==> src/rtl/fetch_sequencer.sv <==
// Instruction-fetch controller: byte-wide memory reads assembled into 32-bit words for decode.
// Optional HALT detection is enabled by defining FETCH_HALT_DETECT_EN.
module fetch_sequencer #(
  parameter int unsigned          PC_W     = 64,
  parameter logic [PC_W-1:0]      RESET_PC = '0
) (
  input  logic            clk,
  input  logic            rst_n,
  output logic            mem_req,
  output logic [PC_W-1:0] mem_addr,
  input  logic            mem_ack,
  input  logic [7:0]      mem_rdata,
  output logic            inst_valid,
  input  logic            inst_ready,
  output logic [31:0]     inst,
  output logic [PC_W-1:0] inst_pc,
  input  logic            branch_taken,
  input  logic [PC_W-1:0] branch_target,
  output logic            halted
);

  typedef enum logic [1:0] {IDLE, FETCH, HOLD, HALT} state_t;

  state_t          state;
  logic [PC_W-1:0] pc;
  logic [1:0]      idx;
  logic            xfer;

  // Memory port is decoded from registered state only.
  assign mem_req  = (state == FETCH);
  assign mem_addr = pc + PC_W'(idx);
  assign xfer     = inst_valid & inst_ready & ~branch_taken;

`ifdef FETCH_HALT_DETECT_EN
  logic is_halt;
  assign is_halt = (inst[31:21] == 11'h7FF);
`else
  assign halted = 1'b0;
`endif

  always_ff @(posedge clk or negedge rst_n) begin
    if (!rst_n) begin
      state      <= IDLE;
      pc         <= RESET_PC;
      idx        <= '0;
      inst       <= 32'hD503_201F;
      inst_pc    <= RESET_PC;
      inst_valid <= 1'b0;
`ifdef FETCH_HALT_DETECT_EN
      halted     <= 1'b0;
`endif
    end else begin
      unique case (state)
        IDLE: begin
          if (branch_taken) pc <= branch_target;
          idx   <= '0;
          state <= FETCH;
        end
        FETCH: begin
          // Redirect wins over a same-cycle ack; the acked byte is dropped.
          if (branch_taken) begin
            pc  <= branch_target;
            idx <= '0;
          end else if (mem_ack) begin
            inst[{idx, 3'b000} +: 8] <= mem_rdata;
            idx <= idx + 2'd1;
            if (idx == 2'd3) begin
              state      <= HOLD;
              inst_valid <= 1'b1;
              inst_pc    <= pc;
            end
          end
        end
        HOLD: begin
          if (branch_taken) begin
            pc         <= branch_target;
            idx        <= '0;
            inst_valid <= 1'b0;
            state      <= FETCH;
          end else if (xfer) begin
            pc         <= pc + PC_W'(3'd4);
            idx        <= '0;
            inst_valid <= 1'b0;
`ifdef FETCH_HALT_DETECT_EN
            state      <= is_halt ? HALT : FETCH;
            halted     <= is_halt;
`else
            state      <= FETCH;
`endif
          end
        end
        HALT: ;
      endcase
    end
  end

endmodule

==> config.mk <==
export PLATFORM = sky130hd
export DESIGN_NAME = fetch_sequencer
export DESIGN_NICKNAME = d
export VERILOG_FILES = /design/src/rtl/fetch_sequencer.sv
export SDC_FILE = /design/constraint.sdc
export NUM_CORES = 1
export LEC_CHECK = 0
export ABC_AREA = 1
export BUFFER_PORTS_ARGS = -buffer_cell sky130_fd_sc_hd__buf_4
export CAP_MARGIN = 20
export CORE_MARGIN = 2
export CORE_UTILIZATION = 30
export DETAILED_ROUTE_END_ITERATION = 8
export GPL_ROUTABILITY_DRIVEN = 0
export PLACE_DENSITY = 0.58
export SYNTH_ARGS = -nofsm -noshare
export SYNTH_HDL_FRONTEND = slang
export SYNTH_SLANG_ARGS = --single-unit
==> constraint.sdc <==
create_clock -name clk -period 2.4 [get_ports clk]
set_input_delay 0.12 -clock clk [delete_from_list [all_inputs] [get_ports clk]]
set_output_delay 0.12 -clock clk [all_outputs]
set_load 0.02 [all_outputs]
# Word level (Yosys, flattened, before mapping)
# Index checks and enable logic that the tools add are counted.
[op_classes]
addsub = 4
n_eq_ne = 9
shifts = 2
muxes = 22
n_bitwise = 3
n_reduce_logical = 11
[ops]
columns = ["cell", "n"]
rows = [
  ["2-to-1 mux 64 bit", 3],
  ["one-hot mux 64 bit (2 select lines)", 1],
  ["adder 64 x 2 -> 64 bit", 1],
  ["adder 64 x 3 -> 64 bit (second input constant)", 1],
  ["bitwise mux 32 bit", 1],
  ["variable shift 8 x 7 -> 32 bit (first input constant)", 1],
  ["indexed part select 8 x 7 -> 32 bit", 1],
  ["2-to-1 mux 2 bit", 9],
  ["one-hot mux 2 bit (3 select lines)", 2],
  ["AND reduction 5 bit", 2],
  ["AND reduction 3 bit", 3],
  ["negator 5 -> 7 bit", 1],
  ["inequality test 2 x 1 -> 1 bit (second input constant)", 3],
  ["2-to-1 mux 1 bit", 5],
  ["equality test 2 bit (second input constant)", 2],
  ["AND reduction 4 bit", 1],
  ["nonzero test 2 bit", 2],
  ["inequality test 3 x 1 -> 1 bit (second input constant)", 1],
  ["inequality test 3 bit (second input constant)", 1],
  ["nonzero test 3 bit", 1],
  ["adder 2 x 1 -> 2 bit (second input constant)", 1],
  ["AND 1 bit", 2],
  ["equality test 2 x 1 -> 1 bit (second input constant)", 1],
  ["logical NOT 2 bit", 1],
  ["other kinds (4)", 4],
]
[totals]
register_bits = 165
out_inout_bits = 163

# Logic depth before layout (Yosys ltp)
[logic_depth]
ltp_word = 5
ltp_mapped = 13
depth_no_buf = 12

# Least setup slack after synthesis
# OpenSTA, ideal clock, no wires.
[synth_timing]
path_type = "register to output"
startpoint = "register idx[0]"
endpoint = "output port mem_addr[60]"
t_arrival_ns = 2.124
required_time_ns = 2.280
path_slack_ns = 0.156
stages_incl_launch_ff = 11
path_cell_list = "dfrtp_1 ha_1 inv_1 fa_1 inv_1 nand2_2 nor2_4 nand3_1 nor2_1 nand2_1 xor2_1"
[synth_between]
elab_chain_cells = 1
[synth_lines]
columns = ["element", "line", "rtl"]
rows = [
  ["from (decl)", "26", "logic [1:0] idx;"],
  ["from (signal assigned)", "66", "idx <= idx + 2'd1;"],
  ["adder 64 x 2 -> 64 bit", "31", "assign mem_addr = pc + PC_W'(idx);"],
  ["to (decl)", "10", "output logic [PC_W-1:0] mem_addr,"],
]
# No other way between the ends.

# Worst setup path in the final report
[layout_timing]
startpoint = "register pc[0]"
endpoint = "output port mem_addr[16]"
[layout_between]
elab_chain_cells = 1
[layout_lines]
columns = ["element", "line", "rtl"]
rows = [
  ["from (decl)", "25", "logic [PC_W-1:0] pc;"],
  ["from (signal assigned)", "55", "if (branch_taken) pc <= branch_target;"],
  ["from (signal assigned)", "62", "pc <= branch_target;"],
  ["from (signal assigned)", "76", "pc <= branch_target;"],
  ["adder 64 x 2 -> 64 bit", "31", ""],
]
# No other way between the ends.

==> qor.txt <==
LOGIC SYNTHESIS
-----------------------------------------------------------------------------------------------------
Mux contribution to synthesized area                                                          0.00432
Post-synthesis share of cell area spent on full adders, half adders and majority gates         0.0175
Proportion of synthesized chip area in sequential cells                                         0.398
Area of the mapped netlist                                                                 0.0104 mm2
Warnings from Yosys                                                                                 0
Share of the synthesized netlist area taken by xor and xnor gates                              0.0563
Synthesized-area fraction occupied by ao, oa, aoi and oai cells                                 0.111
Mapped Nets                                                                                     1,584
Simple logic cell fraction of the synthesized area                                              0.332
Largest family of logic cells by synthesized area                                        simple AND/OR/NAND/NOR gates
Flip-flop and latch count after synthesis                                                         165
Avg Cell Area, Syn                                                                           6.98 um2
Number of distinct standard cells referenced by the synthesized netlist                            38
Number of cells produced by synthesis                                                           1,493

TIMING
-----------------------------------------------------------------------------------------------------
Min cycle time layout                                                                         2550 ps
Slew at the pin closest to its max-slew limit                                                  597 ps
Max-slew headroom                                                                               0.599
Achievable Freq                                                                               391 MHz
RSZ-0062 raised after global routing                                                              yes
Final setup fails                                                                                  28
Number of slew-limit violations in the final report                                                 0
Setup slack after layout                                                                      -155 ps
Setup skew after layout                                                                       15.6 ps
Worst hold slack                                                                              5.66 ps
Final hold violation count                                                                          0
Fin crit share                                                                                   1.06
Final TNS setup                                                                              -1610 ps

DIE
-----------------------------------------------------------------------------------------------------
Standard-cell row count                                                                            68
Number of top-level design ports                                                                  240
Horizontal die dimension                                                                       190 um
Die area                                                                                   0.0362 mm2
Core area                                                                                  0.0344 mm2
Die Ht                                                                                         190 um
Starting utilization of the core area                                                           0.303

CTS
-----------------------------------------------------------------------------------------------------
Clock transition time at the flip-flop clock pins of the worst setup and hold paths             70 ps
CTS Buffer Depth                                                                                    2
Root Driver                                                                              sky130_fd_sc_hd__clkbuf_16
Maximum level of the CTS H-tree                                                                     4
Clock tree from TritonCTS                                                                        done
Worst-Skew Late Latency                                                                        450 ps
Cts bufs inserted                                                                                  17
Clock Sink Count                                                                                  165

CRITICAL PATH
-----------------------------------------------------------------------------------------------------
Critical path data arrival time                                                               2430 ps
Stages on the worst setup path                                                                     11
Last element of the critical path                                                        mem_addr[16]
CP cell instances                                                                        ha_2 > inv_2 > fa_2 > inv_2 > nand2_4 > nor2_4 > inv_1 > nor2_1 > buf_4 > xor2_2 > buf_4
Reg2Reg Capture Point                                                                        inst[20]
Cell with the biggest individual delay on the critical path                              sky130_fd_sc_hd__dfrtp_1
Worst Setup Start Kind                                                                           flop
Start point of the critical path                                                                pc[0]
CP Data Required Time                                                                         2280 ps
Critical path peak fanout                                                                           3
Sum of buffers and inverters on the critical path                                                   5
Classification of the worst setup path                                                   flop to output pin
Family with the most delay on the worst path                                              adder cells
Sort of element at the end of the critical path                                            output pin
Delay contributed by the slowest stage of the critical path                                    370 ps
Flop-to-flop setup slack                                                                       200 ps
Number of cell instances on the worst register-to-register path                                     7
Beginning of the worst register-to-register path                                               idx[0]

GRT
-----------------------------------------------------------------------------------------------------
Largest net degree at the start of global routing                                                  97
Total grt overflow                                                                                  0
GRT Total Usage                                                                                 0.225
Initial antenna violation count                                                                     1
Global-route wire length before repair                                                      61,600 um
Vias in the first global route                                                                 10,641

PLACED DESIGN
-----------------------------------------------------------------------------------------------------
Quantity of I/O buffers inserted on ports                                                         238
Pre-CTS setup slack                                                                            155 ps
Total placed instance area                                                                 0.0130 mm2
Post-DP HPWL                                                                                31,000 um

DRT
-----------------------------------------------------------------------------------------------------
Post-route DRC violation count                                                                      0
Via count                                                                                      11,300
Residual antenna-violating net count after detailed routing                                         0
Per-cell via count in the routed design                                                          4.93
Number of iterations in the first detailed-routing pass                                             7
Average wire per standard cell                                                                18.2 um
Total wire length after detailed routing                                                    41,800 um
Iteration-0 DRC Markers                                                                           929

MIN PATH
-----------------------------------------------------------------------------------------------------
Cells on Worst Hold Path                                                                            3
Worst hold-check path type                                                               input pin to flop

CELLS AND AREA
-----------------------------------------------------------------------------------------------------
Fillers                                                                                         3,492
Growth of design area from synthesis to finish                                                  46.4%
Number of nets in the final layout                                                              1,914
Antenna diodes                                                                                      0
Final non-filler cell area                                                                 0.0153 mm2
Fraction of layout cells with a size suffix above 1                                             0.326

PWR
-----------------------------------------------------------------------------------------------------
Total power                                                                                   6.05 mW
Ratio of total power to cell area                                                          396 mW/mm2
Standby leakage power                                                                         7.41 nW
IR Drop Worst-Case VDD                                                                     0.000515 V

STATUS
-----------------------------------------------------------------------------------------------------
Result of the run                                                                        complete, but fails checks
Failing checks                                                                           setup timing

JOB
-----------------------------------------------------------------------------------------------------
Number of max-capacitance violations reported                                                       0

## state kept, by name, indices dropped and copies added, names as in the netlist
register    count
inst_valid      1
inst_pc        64
pc             64
inst           32
state           2
idx             2
## layout make-up
cell class | instances | area (um2) | area share
Clock buffer | 18 | 439 | 0.0288
Tap cell | 455 | 569 | 0.0373
Sequential cell | 165 | 4180 | 0.274
Multi-Input combinational cell | 1112 | 6310 | 0.413
Inverter | 163 | 618 | 0.0405
Clock inverter | 13 | 174 | 0.0114
Timing Repair Buffer | 364 | 2980 | 0.195
## how the worst min path moves through the flow
| stage | startpoint | end | slack (ps) |
|---|---|---|---|
| 6_report | branch_target[17] | pc[17] | 6 |
| 5_1_grt | branch_target[17] | pc[17] | 20 |
| 4_1_cts | branch_target[34] | pc[34] | 0.06 |
| 3_5_place_dp | rst_n | inst[5] | 90 |
| 3_3_place_gp | rst_n | inst[5] | 100 |
| 2_1_floorplan | rst_n | idx[0] | -180 |
## where the power goes
| part | internal [mW] | total, mW | switching, mW |
|---|---|---|---|
| sequential | 2.78 | 2.78 | 0 |
| clock | 1.68 | 3.00 | 1.32 |
| combinational | 0.133 | 0.262 | 0.129 |
| total | 4.59 | 6.05 | 1.45 |
## repair_timing
| action | CTS | global route |
|---|---|---|
| buffers inserted | 20 | 35 |
| resized for setup | 103 | 136 |
| hold endpoints to repair | 71 | 0 |
| pin swaps | 17 | 36 |
| endpoints found under the setup margin | 52 | 57 |
| cloned | 0 | 0 |
| hold buffers | 29 | 0 |
## Yosys cell counts (all sizes together)
| cell | instances | area share |
|---|---|---|
| dfstp | 13 | 0.033 |
| dfrtp | 152 | 0.36 |
| a21oi | 25 | 0.012 |
| nor2 | 228 | 0.096 |
| nand2 | 453 | 0.17 |
| o31ai | 1 | 0.00072 |
| fa | 1 | 0.0019 |
| a22oi | 8 | 0.0058 |
| o32ai | 1 | 0.00084 |
| o211ai | 1 | 0.0012 |
| xor2 | 66 | 0.055 |
| conb | 1 | 0.00036 |
| buf | 20 | 0.010 |
| nor3 | 10 | 0.0067 |
| inv | 162 | 0.058 |
| o21ai | 160 | 0.077 |
| clkinv | 1 | 0.00036 |
| a31oi | 2 | 0.0012 |
| nand3 | 87 | 0.043 |
| o22ai | 15 | 0.0090 |
| o21bai | 5 | 0.0036 |
| ha | 13 | 0.016 |
| mux2 | 4 | 0.0043 |
| xnor2 | 1 | 0.00084 |
| or2 | 3 | 0.0018 |
| clkbuf | 33 | 0.012 |
| nand4 | 27 | 0.016 |
## worst min-delay path: cells and delay by family
kind,cells,cell delay (ps)
buffers and inverters,1,70
AO/OA/AOI/OAI,2,200
## per-stage QoR
| stage | cells | util |
|---|---|---|
| finish | 2290 | 0.444 |
| global route | 2290 | 0.444 |
| CTS | 2256 | 0.419 |
| detailed placement | 2176 | 0.377 |
| global placement | 2176 | 0.377 |
| floorplan | 1493 | - |
## per-layer routing
metal	track usage	vias up	wire length, um
met3	0.0444	88	3120
met2	0.367	479	19900
met4	0.0853	2	1450
met1	0.294	5376	17300
li1	-	5355	-
met5	0	-	13
## logic make-up (layout without fill, tap and decap cells)
group	after synthesis	in the layout
adders and majority gates	14	14
xor gates and xnor gates	67	67
buffers and inverters	216	558
DFF	165	165
and+or+nand+nor	808	808
muxes	4	4
other	1	1
AOI/OAI and AO/OA	218	218
## cells in the final DEF, fill, tap and decap left out, types with 27 or more instances in the layout
cell type / synthesis / routed
sky130_fd_sc_hd__nor2_4: 13 / 38
sky130_fd_sc_hd__dlygate4sd3_1: 0 / 29
sky130_fd_sc_hd__nand3_1: 84 / 71
sky130_fd_sc_hd__nand4_1: 27 / 27
sky130_fd_sc_hd__buf_4: 5 / 306
sky130_fd_sc_hd__nor2_1: 200 / 146
sky130_fd_sc_hd__o21ai_0: 149 / 149
sky130_fd_sc_hd__xor2_1: 66 / 38
sky130_fd_sc_hd__nor2_2: 14 / 43
sky130_fd_sc_hd__dfrtp_1: 152 / 126
sky130_fd_sc_hd__nand2_1: 438 / 411
sky130_fd_sc_hd__inv_1: 159 / 153
Power figures use the tool's default switching activity.
